==> src/rtl/led_scan_ctrl.sv <==
// led_scan_ctrl: HUB75-style dual-scan RGB LED panel scan sequencer.
// Fetches pixel words from a one-cycle-latency framebuffer port, shifts one
// bit-plane per row pair into the panel, latches it, then lights it for a
// binary-weighted time (OE_BASE << plane cycles).
//
// Every output is a register loaded from the *next* FSM state, so the panel
// pins always show the state the FSM is in during that cycle. The first SHIFT
// cycle carries no clock pulse: it covers the framebuffer read latency, while
// the word for column COLS-1 is in flight.
module led_scan_ctrl #(
  parameter int COLS     = 32,
  parameter int ROW_BITS = 4,
  parameter int BPC      = 4,
  parameter int OE_BASE  = 8
) (
  input  logic                             CLK_I,
  input  logic                             RST_I,
  input  logic                             EN_I,
  output logic [ROW_BITS+$clog2(COLS)-1:0] FB_ADDR_O,
  input  logic [6*BPC-1:0]                 FB_DATA_I,
  output logic                             R0,
  output logic                             G0,
  output logic                             B0,
  output logic                             R1,
  output logic                             G1,
  output logic                             B1,
  output logic                             RA,
  output logic                             RB,
  output logic                             RC,
  output logic                             RD,
  output logic                             CLK_O,
  output logic                             LATCH,
  output logic                             OE,
  output logic                             FRAME_O
);

  localparam int CBITS    = $clog2(COLS);
  localparam int ROWS     = 1 << ROW_BITS;
  localparam int DISP_MAX = OE_BASE << (BPC - 1);
  localparam int SPAN     = (DISP_MAX > 2 * COLS) ? DISP_MAX : 2 * COLS;
  localparam int CNT_W    = $clog2(SPAN + 1);
  localparam int PW       = (BPC > 1) ? $clog2(BPC) : 1;

  typedef enum logic [2:0] {
    S_IDLE,
    S_PREFETCH,
    S_SHIFT,
    S_BLANK,
    S_LATCH,
    S_DISPLAY
  } state_t;

  state_t               r_state;
  state_t               w_state_nxt;
  logic [CNT_W-1:0]     r_cnt;
  logic [CNT_W-1:0]     w_cnt_nxt;
  logic [ROW_BITS-1:0]  r_row;
  logic [ROW_BITS-1:0]  w_row_nxt;
  logic [PW-1:0]        r_plane;
  logic [PW-1:0]        w_plane_nxt;
  logic [CNT_W-1:0]     w_disp_last;
  logic                 w_frame_end;
  logic [CNT_W-1:0]     w_step;
  logic [CBITS-1:0]     w_col;
  logic [5:0]           w_bits;

  // FSM state, sequencing counter, row and bit-plane registers
  always_ff @(posedge CLK_I or posedge RST_I) begin
    if (RST_I) begin
      r_state <= S_IDLE;
      r_cnt   <= '0;
      r_row   <= '0;
      r_plane <= '0;
    end else begin
      r_state <= w_state_nxt;
      r_cnt   <= w_cnt_nxt;
      r_row   <= w_row_nxt;
      r_plane <= w_plane_nxt;
    end
  end

  // Next-state logic: shift, blank, latch, display, then advance plane/row
  always_comb begin
    w_state_nxt = r_state;
    w_cnt_nxt   = r_cnt;
    w_row_nxt   = r_row;
    w_plane_nxt = r_plane;
    w_disp_last = (CNT_W'(OE_BASE) << r_plane) - CNT_W'(1);
    w_frame_end = (r_row == ROW_BITS'(ROWS - 1)) && (r_plane == PW'(BPC - 1));
    case (r_state)
      S_IDLE: begin
        if (EN_I) begin
          w_state_nxt = S_PREFETCH;
          w_row_nxt   = '0;
          w_plane_nxt = '0;
        end
      end
      S_PREFETCH: begin
        w_state_nxt = S_SHIFT;
        w_cnt_nxt   = '0;
      end
      S_SHIFT: begin
        // Count 0 is the read-latency slot; counts 1..2*COLS are half-cycles
        if (r_cnt == CNT_W'(2 * COLS)) begin
          w_state_nxt = S_BLANK;
        end else begin
          w_cnt_nxt = r_cnt + CNT_W'(1);
        end
      end
      S_BLANK: begin
        w_state_nxt = S_LATCH;
      end
      S_LATCH: begin
        w_state_nxt = S_DISPLAY;
        w_cnt_nxt   = '0;
      end
      S_DISPLAY: begin
        if (r_cnt == w_disp_last) begin
          if (w_frame_end) begin
            // End of frame is the only place besides IDLE where EN_I is looked at
            w_row_nxt   = '0;
            w_plane_nxt = '0;
            w_state_nxt = EN_I ? S_PREFETCH : S_IDLE;
          end else begin
            w_state_nxt = S_PREFETCH;
            if (r_plane == PW'(BPC - 1)) begin
              w_plane_nxt = '0;
              w_row_nxt   = r_row + ROW_BITS'(1);
            end else begin
              w_plane_nxt = r_plane + PW'(1);
            end
          end
        end else begin
          w_cnt_nxt = r_cnt + CNT_W'(1);
        end
      end
      default: begin
        w_state_nxt = S_IDLE;
      end
    endcase
  end

  // Column address for the next cycle and bit-plane select of the incoming word
  always_comb begin
    w_step = (w_cnt_nxt + CNT_W'(1)) >> 1;
    if (w_step >= CNT_W'(COLS - 1)) begin
      w_col = '0;
    end else begin
      w_col = CBITS'(CNT_W'(COLS - 1) - w_step);
    end
    w_bits = '0;
    for (int k = 0; k < 6; k++) begin
      for (int b = 0; b < BPC; b++) begin
        if (PW'(b) == r_plane) begin
          w_bits[k] = FB_DATA_I[k*BPC+b];
        end
      end
    end
  end

  // Registered panel pins and framebuffer address, decoded from the next state
  always_ff @(posedge CLK_I or posedge RST_I) begin
    if (RST_I) begin
      FB_ADDR_O          <= '0;
      {B1, G1, R1}       <= 3'b000;
      {B0, G0, R0}       <= 3'b000;
      {RD, RC, RB, RA}   <= 4'b0000;
      CLK_O              <= 1'b0;
      LATCH              <= 1'b0;
      OE                 <= 1'b1;
      FRAME_O            <= 1'b0;
    end else begin
      if (w_state_nxt == S_PREFETCH) begin
        FB_ADDR_O <= {w_row_nxt, CBITS'(COLS - 1)};
      end else if (w_state_nxt == S_SHIFT) begin
        FB_ADDR_O <= {w_row_nxt, w_col};
      end
      // New column data lands on the low half-cycle, one cycle after its read
      if ((w_state_nxt == S_SHIFT) && w_cnt_nxt[0]) begin
        {B1, G1, R1, B0, G0, R0} <= w_bits;
      end
      CLK_O <= (w_state_nxt == S_SHIFT) && !w_cnt_nxt[0] && (w_cnt_nxt != '0);
      LATCH <= (w_state_nxt == S_LATCH);
      if (w_state_nxt == S_LATCH) begin
        {RD, RC, RB, RA} <= w_row_nxt;
      end
      OE      <= (w_state_nxt != S_DISPLAY);
      FRAME_O <= (w_state_nxt == S_DISPLAY) && (w_cnt_nxt == w_disp_last) && w_frame_end;
    end
  end

endmodule

==> config.mk <==
export PLATFORM = sky130hd
export DESIGN_NAME = led_scan_ctrl
export DESIGN_NICKNAME = d
export VERILOG_FILES = /design/src/rtl/led_scan_ctrl.sv
export SDC_FILE = /design/constraint.sdc
export NUM_CORES = 1
export LEC_CHECK = 0
export ABC_AREA = 1
export CORE_ASPECT_RATIO = 1.1
export CORE_UTILIZATION = 45
export CTS_CLUSTER_SIZE = 40
export DETAILED_ROUTE_END_ITERATION = 7
export GPL_TIMING_DRIVEN = 0
export PLACE_DENSITY = 0.68
export SLEW_MARGIN = 10
export SYNTH_ARGS = -nofsm -noshare
export SYNTH_HDL_FRONTEND = slang
export SYNTH_SLANG_ARGS = --single-unit
==> constraint.sdc <==
create_clock -name CLK_I -period 3.45 [get_ports CLK_I]
set_clock_uncertainty 0.05 [all_clocks]
set_input_delay 0.69 -clock CLK_I [delete_from_list [all_inputs] [get_ports CLK_I]]
set_output_delay 0.69 -clock CLK_I [all_outputs]
set_load 0.01 [all_outputs]
==> metrics.cfg <==
[route]
first_pass_iters=4
avgRoutedWirePerCell_um=12.8
routed_wl_mm=6.01
drt_iter0_drc=115
drtAntennaViolNets=0
viasPerCell=4.93
drc=0
vias=2323

[logic_synthesis]
async_flop_share=1.00
synth_edf_count=0
yosysSeqAreaShare=0.371
yosys-top-cells-count=81 x nand2_1, 38 x dfrtp_1, 34 x inv_1, 27 x nand3_1, 25 x nor2_1
yosysMostFrequentCell=nand2_1
netlist_instances=338
synth_top_flop_cell=dfrtp_1
synthesis.nets=375
yosysWarnings=0
synth.cell_area_um2=2630
synth.largest_area_cell=dfrtp_1
synth.distinct_cells=38
synth_top_cell_area_share=0.361
syn_area_per_cell_um2=7.78
synthTopCellsByArea=dfrtp_1 36%, nand2_1 12%, nand3_1 5.1%
ys_ff_latch=39

[critical_path]
crit_arrival_ps=3160
cp_max_fo=10
r2r_cells=18
cp-start-kind=flip-flop
end_kind=flip-flop
r2r-start=r_plane[0]$_DFFE_PP0P_
criticalPathCategory=flip-flop to flip-flop
r2r_slack_ps=480
r2r-end=FRAME_O$_DFF_PP0_
startpoint=r_plane[0]$_DFFE_PP0P_
cp.required_ps=3630

[die]
io-pin-count=50
dieHeight_um=82.2
fp-row-count=28
start_util=0.478
die-area_um2=6160
coreArea_um2=5500
fp.dieW_um=74.9

[flow_run]
drv_cap=0

[place]
dp_hpwl_mm=4.65
place_congestion=0.812
io_buffer_count=49
place_area_um2=3240

[final_layout]
postLayoutCellArea_um2=3370
antenna_cells=0
drive_gt1_frac=0.172
final_util=0.613
nets=432
area_delta_synth_final_pct=28.2

[timing]
max_freq_ghz=0.336
fin_crit_sh=0.862
whs_ps=438
rsz0062_at_grt=no
tns_ps=0
hold_violations=0
slew_headroom=0.676
period_minus_slack_ps=2970
slew_violations=0
tightest_slew_ps=484
setup-violations-final=0

[global_routing]
global_route.usage.total=0.217
grt_remaining_overflow=0
grt_first_pass_wirelength_mm=10.2
antenna_found_initial=0
grt_pass1_vias=2324
grt_max_degree=33

[pwr]
vdd_ir_drop_max_v=0.000255
power_leakage_nw=1.61
p_comb_frac=0.056
pwr-share-clk=0.473
cellPowerDensity_nw_per_um2=292
p_sw_frac=0.201
intPower_mw=0.785
sequentialPowerShare=0.471
p_sw_mw=0.198
finalPower_mw=0.983

[worst_hold_path]
hp-class=flip-flop to flip-flop
worstHoldPathCells=2
hold_end=FB_ADDR_O[7]$_DFFE_PP0P_
min-delay-start=FB_ADDR_O[7]$_DFFE_PP0P_

[clocking]
cts_tree=built
cts-root-buf=clkbuf_8
clock_latency_ps=300
cts_buffers=5
post_cts_resized=0
htree_num_levels=2
clkTransAtPathRegs_ps=90
cts_setup_buffers=0
hold_buffers=0
clockBufferDepth=2
cts.sinks=39

[status]
status=complete, no violations

[state kept, by name, summed over array words and instances (netlist names), 2 cells and up]
name / flops
FB_ADDR_O: 9
r_cnt: 7
r_plane: 2
r_row: 4
r_state: 3
[logic make-up after synthesis]
family | after synthesis | share of synthesized area
buffers and inverters | 50 | 0.0832
AND/OR/NAND/NOR | 178 | 0.350
AO/OA/AOI/OAI | 51 | 0.113
flip-flops | 39 | 0.371
multiplexers | 2 | 0.00856
XOR/XNOR | 8 | 0.0266
adder cells (fa/ha/maj) | 10 | 0.0476
[worst max-delay path: stages, from the launching register on]
cell	delay (ps)
dfrtp_1	420
inv_1	120
ha_1	150
buf_4	170
inv_2	60
nand2_2	80
nand2_2	70
nand2_1	60
nand2_1	60
nor2_2	90
nand3_2	160
nand3_1	150
nand2_2	140
inv_1	120
ha_1	200
nand3_2	150
nor4_1	360
nand3_1	160
nor2_1	120
[per-layer routing]
layer / global-route usage / routed length [µm] / vias to the layer above / part of all wire
met4: 0.0717 / 82 / 0 / 0.014
li1: - / - / 1208 / -
met1: 0.281 / 2870 / 1063 / 0.48
met3: 0.0316 / 285 / 6 / 0.047
met2: 0.369 / 2770 / 46 / 0.46
met5: 0 / 0 / - / 0
[through the flow]
| stage | worst slack, ps | std cells |
|---|---|---|
| 2_1_floorplan | 932 | 338 |
| 3_3_place_gp | 605 | 462 |
| 3_5_place_dp | 602 | 463 |
| 4_1_cts | 536 | 471 |
| 5_1_grt | 277 | 471 |
| 6_report | 477 | 471 |
[layout by cell type (no fill, tap or decap), types with 4 or more instances in the layout]
master	count
nand2_1	81
clkdlybuf4s50_1	49
dfrtp_1	38
inv_1	33
nand3_1	27
nor2_1	25
o21ai_0	21
a21oi_1	15
nand2_2	12
ha_1	10
inv_2	8
nor2_2	5
nand4_1	5
xor2_1	5
clkbuf_8	5
nor3_1	4
nand3_2	4
a21oi_2	4
[worst max-delay path by stage]
stage               slack (ps)                        to
floorplan                  930  FB_ADDR_O[4]$_DFFE_PP0P_
finish                     480         FRAME_O$_DFF_PP0_
CTS                        540         FRAME_O$_DFF_PP0_
detailed placement         600  FB_ADDR_O[2]$_DFFE_PP0P_
global placement           600         FRAME_O$_DFF_PP0_
global route               280         FRAME_O$_DFF_PP0_
[power groups by stage]
stage	Combinational [mW]	Clock [mW]	Sequential (mW)
floorplan	0.0112	0	0.473
global placement	0.0530	0	0.472
detailed placement	0.0566	0	0.472
CTS	0.0568	0.479	0.463
global route	0.0606	0.493	0.463
finish	0.0554	0.465	0.463
[layout make-up]
cell class,count,area (µm²)
Timing Repair Buffer,50,510
Sequential cell,39,977
Inverter,44,173
Fill cell,525,2130
Multi-Input combinational cell,249,1440
Clock inverter,3,67.6
Tap cell,75,93.8
Buffer,6,46.3
Clock buffer,5,68.8
No activity file was read; power rests on OpenSTA's default activity.
